==> config.mk <==
export PLATFORM = sky130hd
export DESIGN_NAME = four_bit_alu
export DESIGN_NICKNAME = d
export VERILOG_FILES = /design/src/rtl/four_bit_alu.sv
export SDC_FILE = /design/constraint.sdc
export NUM_CORES = 1
export LEC_CHECK = 0
export CAP_MARGIN = 20
export CORE_MARGIN = 8
export CORE_UTILIZATION = 47
export CTS_CLUSTER_DIAMETER = 80
export CTS_CLUSTER_SIZE = 14
export DETAILED_ROUTE_END_ITERATION = 10
export PLACE_DENSITY_LB_ADDON = 0.05
export SYNTH_ARGS = -nofsm -noshare
export SYNTH_HDL_FRONTEND = slang
export SYNTH_SLANG_ARGS = --single-unit
==> constraint.sdc <==
create_clock -name clk -period 4 [get_ports clk]
set_input_delay 0.4 -clock clk [delete_from_list [all_inputs] [get_ports clk]]
set_output_delay 0.4 -clock clk [all_outputs]
set_load 0.02 [all_outputs]
==> src/rtl/four_bit_alu.sv <==
// ---------------------------------------------------------------------------
// four_bit_alu
//
// 4-bit MIPS-style ALU slice: AND, OR, ADD, SUB and SLT. Exposes group
// generate/propagate (G, P) so several slices can hang off a carry-lookahead
// unit. The datapath is combinational and every output is registered, giving
// one cycle of latency with a new operation accepted every cycle.
//
// Ports:
//   clk       in   1  system clock, rising edge
//   reset     in   1  synchronous, active-high reset
//   a, b      in   4  operands
//   cin       in   1  carry into bit 0 (forced to 1 when op[2] inverts b)
//   less      in   1  SLT input, routed to result[0] for op 111
//   op        in   3  op[2] = binvert, op[1:0] = function select
//   result    out  4  registered result
//   cout      out  1  registered carry out of bit 3
//   G, P      out  1  registered group generate / propagate
//   set       out  1  registered adder sum bit 3 (SLT sign source)
//   overflow  out  1  registered signed overflow
//   zero      out  1  registered, 1 when result == 0
//
// Optional feature: define ALU_NOR_EN to make op 011 return ~(a | b).
// Without it op 011 returns 0000. Adder-derived outputs are identical in
// both builds.
// ---------------------------------------------------------------------------
module four_bit_alu (
    input  logic       clk,
    input  logic       reset,
    input  logic [3:0] a,
    input  logic [3:0] b,
    input  logic       cin,
    input  logic       less,
    input  logic [2:0] op,
    output logic [3:0] result,
    output logic       cout,
    output logic       G,
    output logic       P,
    output logic       set,
    output logic       overflow,
    output logic       zero
);

    // Combinational adder/lookahead terms
    logic [3:0] bb;
    logic       ci;
    logic [4:0] sum;
    logic [3:0] g;
    logic [3:0] p;
    logic       c3;

    // Next-state and registered copies of every output
    logic [3:0] result_d, result_q;
    logic       cout_d, cout_q;
    logic       g_grp_d, g_grp_q;
    logic       p_grp_d, p_grp_q;
    logic       set_d, set_q;
    logic       overflow_d, overflow_q;
    logic       zero_d, zero_q;

    assign bb  = op[2] ? ~b : b;
    // Subtract supplies its own +1 for the two's complement of b.
    assign ci  = cin | op[2];
    assign sum = {1'b0, a} + {1'b0, bb} + {4'b0000, ci};
    assign g   = a & bb;
    assign p   = a | bb;

    // Carry into bit 3, taken from the lookahead terms so that the ripple
    // sum above stays a single adder.
    assign c3 = g[2] | (p[2] & g[1]) | (p[2] & p[1] & g[0]) |
                (p[2] & p[1] & p[0] & ci);

    always_comb begin
        // NOTE: every always_comb output gets a default first so no path
        // through the case can leave it unassigned and infer a latch.
        result_d = 4'b0000;
        unique case (op)
            3'b000, 3'b100: result_d = a & bb;
            3'b001, 3'b101: result_d = a | bb;
            3'b010, 3'b110: result_d = sum[3:0];
            3'b111:         result_d = {3'b000, less};
`ifdef ALU_NOR_EN
            3'b011:         result_d = ~(a | b);
`else
            3'b011:         result_d = 4'b0000;
`endif
        endcase

        cout_d     = sum[4];
        g_grp_d    = g[3] | (p[3] & g[2]) | (p[3] & p[2] & g[1]) |
                     (p[3] & p[2] & p[1] & g[0]);
        p_grp_d    = &p;
        set_d      = sum[3];
        overflow_d = c3 ^ sum[4];
        zero_d     = (result_d == 4'b0000);
    end

    always_ff @(posedge clk) begin
        // NOTE: non-blocking assignments so every register samples the
        // pre-edge value of its inputs, independent of statement order.
        if (reset) begin
            result_q   <= 4'b0000;
            cout_q     <= 1'b0;
            g_grp_q    <= 1'b0;
            p_grp_q    <= 1'b0;
            set_q      <= 1'b0;
            overflow_q <= 1'b0;
            zero_q     <= 1'b1;
        end else begin
            result_q   <= result_d;
            cout_q     <= cout_d;
            g_grp_q    <= g_grp_d;
            p_grp_q    <= p_grp_d;
            set_q      <= set_d;
            overflow_q <= overflow_d;
            zero_q     <= zero_d;
        end
    end

    assign result   = result_q;
    assign cout     = cout_q;
    assign G        = g_grp_q;
    assign P        = p_grp_q;
    assign set      = set_q;
    assign overflow = overflow_q;
    assign zero     = zero_q;

endmodule

==> results.py, run 1 <==
metrics = {
    "run_status": {
        "status": "completed",
    },
    "floorplan": {
        "rows": 14,
        "fp.coreArea_sq_um": 1450,
        "num_io_pins": 25,
        "die_h_um": 54.9,
        "start_util": 0.489,
        "die_w_um": 54.9,
        "die_area_sq_um": 3010,
    },
    "cts": {
        "postCtsSetupRepairBufs": 0,
        "clk_pin_slew_ns": 0.06,
        "cts_tree": "done",
        "cts.sinks": 10,
        "htree_levels": 1,
        "cts_root_buf": "clkbuf_4",
        "cts_buffer_depth": 2,
        "ctsHoldBuffers": 0,
        "ctsResizeCount": 0,
        "numCtsBuffers": 3,
    },
    "pwr": {
        "ir_drop_uv": 222,
        "pwr-share-clk": 0.202,
        "p_comb_frac": 0.429,
        "p_leak_nw": 0.442,
        "p_per_area_nw_per_um2": 324,
        "intPower_w": 0.000216,
        "netSwitchingFraction": 0.310,
        "seq_power_share": 0.370,
        "power_switching_w": 0.0000970,
    },
    "hold_path": {
        "whs_path_depth": 2,
        "hp-start": "reset",
        "min_path_type": "input port to register",
        "min_to": "set$_SDFF_PP0_",
    },
    "global_route": {
        "grt_pass1_vias": 610,
        "grt.overflow.total": 0,
        "antenna_found_initial": 0,
        "grt_max_degree": 10,
        "grt_pass1_wl_mm": 2.42,
        "gr-usage-all-layers": 0.108,
    },
    "layout": {
        "multi_input_area_sq_um": 438,
        "area_growth_pct": 35.9,
        "insertedDiodeCount": 0,
        "nFillCells": 121,
        "instances_no_fill": 117,
        "final_area_sq_um": 966,
        "drive_gt1_frac": 0.0891,
        "seq_area_sq_um": 200,
        "final_net_count": 128,
    },
    "placement": {
        "placed_cells": 114,
        "portBuffers": 24,
        "gp_congestion": 0.772,
        "dpl_cell_area_sq_um": 943,
        "hpwl_mm": 1.26,
    },
    "synthesis": {
        "syn_area_sq_um": 711,
        "yosysWarnings": 0,
        "synth-seq-cells": 10,
        "async_flop_share": 0,
        "synth_cells": 78,
        "seq_area_frac_synth": 0.282,
        "synth-edff-count": 0,
        "syn_nets": 103,
        "synth_ff_type": "dfxtp_1",
        "synth_cell_types": 28,
        "syn_area_per_cell_sq_um": 9.11,
    },
    "critical_path": {
        "crit_arrival_ns": 2.79,
        "setup.worst_path.class": "input port to register",
        "path_max_fanout": 6,
        "cp-end-kind": "register",
        "cp.required_ns": 4.17,
        "cp-start-kind": "input port",
    },
    "detailed_routing": {
        "routedWlPerCell_um": 12.0,
        "drt-total-wl_mm": 1.40,
        "drtPass1Iterations": 2,
        "route.detailed.drc": 0,
        "via_per_inst": 4.88,
        "vias": 571,
        "detail-route-antenna-nets": 0,
        "drt_iter0_drc": 3,
    },
    "flow_run": {
        "maxCapViolations": 0,
    },
    "sta": {
        "setup_tns_ns": 0,
        "setup_violations": 0,
        "fmax_mhz": 381,
        "period_share": 0.655,
        "min_period_ns": 2.62,
        "worst_slew_pin_slew_ns": 0.346,
        "max_slew_margin": 0.769,
        "slew_violations": 0,
        "final_hold_viol_count": 0,
        "rsz0062_at_grt": "false",
    },
}
[through the flow]
| step | utilization | setup slack, ns | hold slack [ns] | power [W] |
|---|---|---|---|---|
| detailed placement | 0.649 | 1.09 | 1.17 | 0.000254 |
| floorplan | - | 1.73 | 0.702 | 0.000204 |
| finish | 0.664 | 1.38 | 0.916 | 0.000313 |
| global placement | 0.649 | 1.16 | 1.17 | 0.000252 |
| global route | 0.664 | 1.22 | 0.916 | 0.000339 |
| CTS | 0.664 | 1.36 | 0.912 | 0.000317 |
[layout make-up]
cell class,count,area share
Multi-Input combinational cell,52,0.453
Timing Repair Buffer,24,0.249
Sequential cell,10,0.207
Inverter,12,0.0466
Clock buffer,3,0.0233
Tap cell,16,0.0207
[how the worst max path moves through the flow]
| stage | from | end | slack [ns] | cells past startpoint |
|---|---|---|---|---|
| after floorplan | op[2] | zero$_SDFF_PP1_ | 1.73 | 9 |
| after global placement | op[2] | zero$_SDFF_PP1_ | 1.16 | 9 |
| after detailed placement | op[2] | zero$_SDFF_PP1_ | 1.09 | 9 |
| after CTS | op[2] | zero$_SDFF_PP1_ | 1.36 | 9 |
| after global routing | op[2] | zero$_SDFF_PP1_ | 1.22 | 9 |
| final | op[2] | zero$_SDFF_PP1_ | 1.38 | 9 |
[power groups by stage]
stage          clock network [W]  logic [W]  registers [W]
6_report               0.0000630   0.000134       0.000116
5_1_grt                0.0000738   0.000148       0.000117
4_1_cts                0.0000648   0.000136       0.000116
3_5_place_dp                   0   0.000136       0.000118
3_3_place_gp                   0   0.000134       0.000118
2_1_floorplan                  0  0.0000688       0.000135
[state kept, by name, summed over array words and instances, names as in the netlist]
register / count
result: 4
G: 1
zero: 1
overflow: 1
cout: 1
P: 1
set: 1
[metal layers]
layer  vias up  part of all wire  global-route usage
met3         0             0.071              0.0462
met1       257              0.43               0.116
met4         0                 0              0.0246
met5         -                 0                   0
li1        297                 -                   -
met2        17              0.50               0.191
[layout by cell type (no fill, tap or decap), drive strengths merged, types with 3 or more instances in the layout]
cell type,n
clkbuf,3
clkdlybuf4s50,24
a21oi,7
nor2,11
ha,8
inv,12
xor2,5
dfxtp,10
[cells by family (layout without fill, tap and decap cells)]
family,Yosys count,after routing,synth area share
AO/OA/AOI/OAI,13,13,0.127
adder cells (fa/ha/maj),10,10,0.197
XOR/XNOR,7,7,0.0863
buffers and inverters,16,39,0.102
AND/OR/NAND/NOR,19,19,0.146
multiplexers,3,3,0.0599
flip-flops,10,10,0.282
[Yosys cell counts, drive strengths merged (2+ instances only)]
cell / number / area [sq um]
ha: 8 / 100
a21o: 2 / 15.0
mux2i: 2 / 20.0
fa: 2 / 40.0
nor3b: 2 / 15.0
a211oi: 2 / 20.0
buf: 3 / 23.8
nor2: 11 / 43.8
xnor2: 2 / 17.5
a21oi: 7 / 38.8
inv: 12 / 45.0
dfxtp: 10 / 200
xor2: 5 / 43.8
[critical path, stage by stage]
cell	delay [ns]
clkdlybuf4s50_1	0.56
or2_4	0.33
fa_1	0.40
fa_1	0.41
xnor2_1	0.15
a211oi_1	0.08
a21oi_1	0.13
nor2_1	0.07
nor4_2	0.26
No activity file was read; power rests on OpenSTA's default activity.
==> run 2, diff against run 1 <==
Settings changed: CORE_UTILIZATION 47 to 39.
Clock period 4 ns to 2.36 ns, I/O delays scaled along.
==> results.py, run 2 (synthesized netlist as in run 1, its figures left out) <==
metrics = {
    "layout": {
        "insertedDiodeCount": 0,
        "final_net_count": 136,
        "area_growth_pct": 48.1,
        "final_common_cell": "clkdlybuf4s50_1",
        "fin_util": 0.609,
        "layout_common_cells": "clkdlybuf4s50_1, inv_1, dfxtp_1, nor2_1",
        "final_area_sq_um": 1050,
        "drive_gt1_frac": 0.173,
        "nFillCells": 156,
        "largest_register_ffs": 4,
    },
    "detailed_routing": {
        "m1WireLength_um": 675,
        "drt-total-wl_mm": 1.49,
        "route.detailed.drc": 0,
        "highest_layer": "met4",
        "detail-route-antenna-nets": 0,
        "met3WireLength_um": 95,
        "via_per_inst": 4.44,
        "routedWlPerCell_um": 11.1,
        "vias": 600,
        "drt_iter0_drc": 10,
        "drtPass1Iterations": 3,
        "route.met2.wl_um": 705,
    },
    "sta": {
        "setup_violations": 0,
        "worst_slew_pin_slew_ns": 0.359,
        "fmax_mhz": 456,
        "min_period_ns": 2.19,
        "max_slew_margin": 0.760,
        "slew_violations": 0,
        "period_share": 0.929,
        "worst_slack_ns": 0.167,
        "final_hold_viol_count": 0,
        "holdWs_ns": 0.645,
        "rsz0062_at_grt": "false",
    },
    "critical_path": {
        "setup.worst_path.class": "input port to register",
        "max_stage_delay_ns": 0.45,
        "cp.required_ns": 2.53,
        "critPathMostFrequentCell": "nor2_1",
        "cp-startpoint": "cin",
        "crit_arrival_ns": 2.36,
        "cp-start-kind": "input port",
        "cp-end-kind": "register",
        "critPathSlowestCell": "fa_1",
        "path_max_fanout": 2,
        "crit_path_cell_trace": "clkdlybuf4s50_1 > or2_4 > fa_2 > fa_1 > mux2i_1 > nor2_1 > a21oi_1 > nor2_1 > nor4_2",
    },
    "floorplan": {
        "num_io_pins": 25,
        "die_h_um": 58.7,
        "start_util": 0.412,
        "die_area_sq_um": 3440,
        "rows": 15,
        "fp.coreArea_sq_um": 1730,
        "die_w_um": 58.7,
    },
    "global_route": {
        "grt_pass1_vias": 614,
        "grt_pass1_wl_mm": 2.65,
        "gr-usage-all-layers": 0.0995,
        "grt_max_degree": 10,
        "grt.overflow.total": 0,
        "antenna_found_initial": 0,
    },
    "flow_run": {
        "maxCapViolations": 0,
    },
    "placement": {
        "gp_congestion": 0.785,
        "portBuffers": 24,
        "hpwl_mm": 1.30,
        "dpl_cell_area_sq_um": 1010,
        "dp_slack_ns": -0.327,
    },
    "cts": {
        "cts_root_buf": "clkbuf_4",
        "cts_buffer_depth": 2,
        "htree_levels": 1,
        "numCtsBuffers": 3,
        "cts_tree": "done",
        "cts.sinks": 10,
        "postCtsSetupRepairBufs": 0,
        "clk_pin_slew_ns": 0.06,
    },
    "hold_path": {
        "hp-start": "op[2]",
        "min_path_type": "input port to register",
        "whs_path_depth": 4,
    },
    "pwr": {
        "ir_drop_uv": 442,
        "p_leak_nw": 0.488,
        "p_per_area_nw_per_um2": 561,
    },
    "run_status": {
        "status": "completed",
    },
}
[run 2: per-layer routing]
metal  track usage  up-vias
li1              -      315
met1         0.109      266
met2         0.161       17
met3        0.0522        2
met4        0.0341        0
met5             0        -
[run 2: final cells by class]
type                    instances  area (sq um)  share of cell area
clock buffers                   4          36.3              0.0345
multi-input cells              52           440               0.419
flip-flops and latches         10           200               0.190
well taps                      25          31.3              0.0297
inverters                      12          45.0              0.0428
repair buffers                 32           299               0.284
[run 2: power by group]
part           internal [W]  leakage (nW)  switching (W)
registers          0.000191        0.0831     0.00000470
logic              0.000133         0.384       0.000116
clock network     0.0000934        0.0210      0.0000528
total              0.000417         0.488       0.000173
[run 2: timing repair]
action / CTS / global route
gates resized for setup: 1 / 1
endpoints found under the setup margin: 1 / 1
hold buffers: 0 / 0
pin swaps: 0 / 0
hold endpoints to repair: 0 / 0
[run 2: path summary, 6_finish.rpt]
kind                                to  slack [ns]
hold / removal    result[0]$_SDFF_PP0_        0.65
setup / recovery       zero$_SDFF_PP1_        0.17
[run 2: per-stage QoR]
| stage | setup TNS [ns] | total power [W] | instances |
|---|---|---|---|
| CTS | 0 | 0.000597 | 135 |
| global route | 0 | 0.000636 | 135 |
| finish | 0 | 0.000591 | 135 |
| floorplan | 0 | 0.000345 | 78 |
| global placement | -0.781 | 0.000448 | 131 |
| detailed placement | -1.04 | 0.000450 | 131 |
[run 2: critical path: cells and delay by family]
| family | cells | cell delay, ns |
|---|---|---|
| adder cells (fa/ha/maj) | 2 | 0.80 |
| AND/OR/NAND/NOR | 4 | 0.61 |
| buffers and inverters | 1 | 0.40 |
| multiplexers | 1 | 0.17 |
| AO/OA/AOI/OAI | 1 | 0.14 |
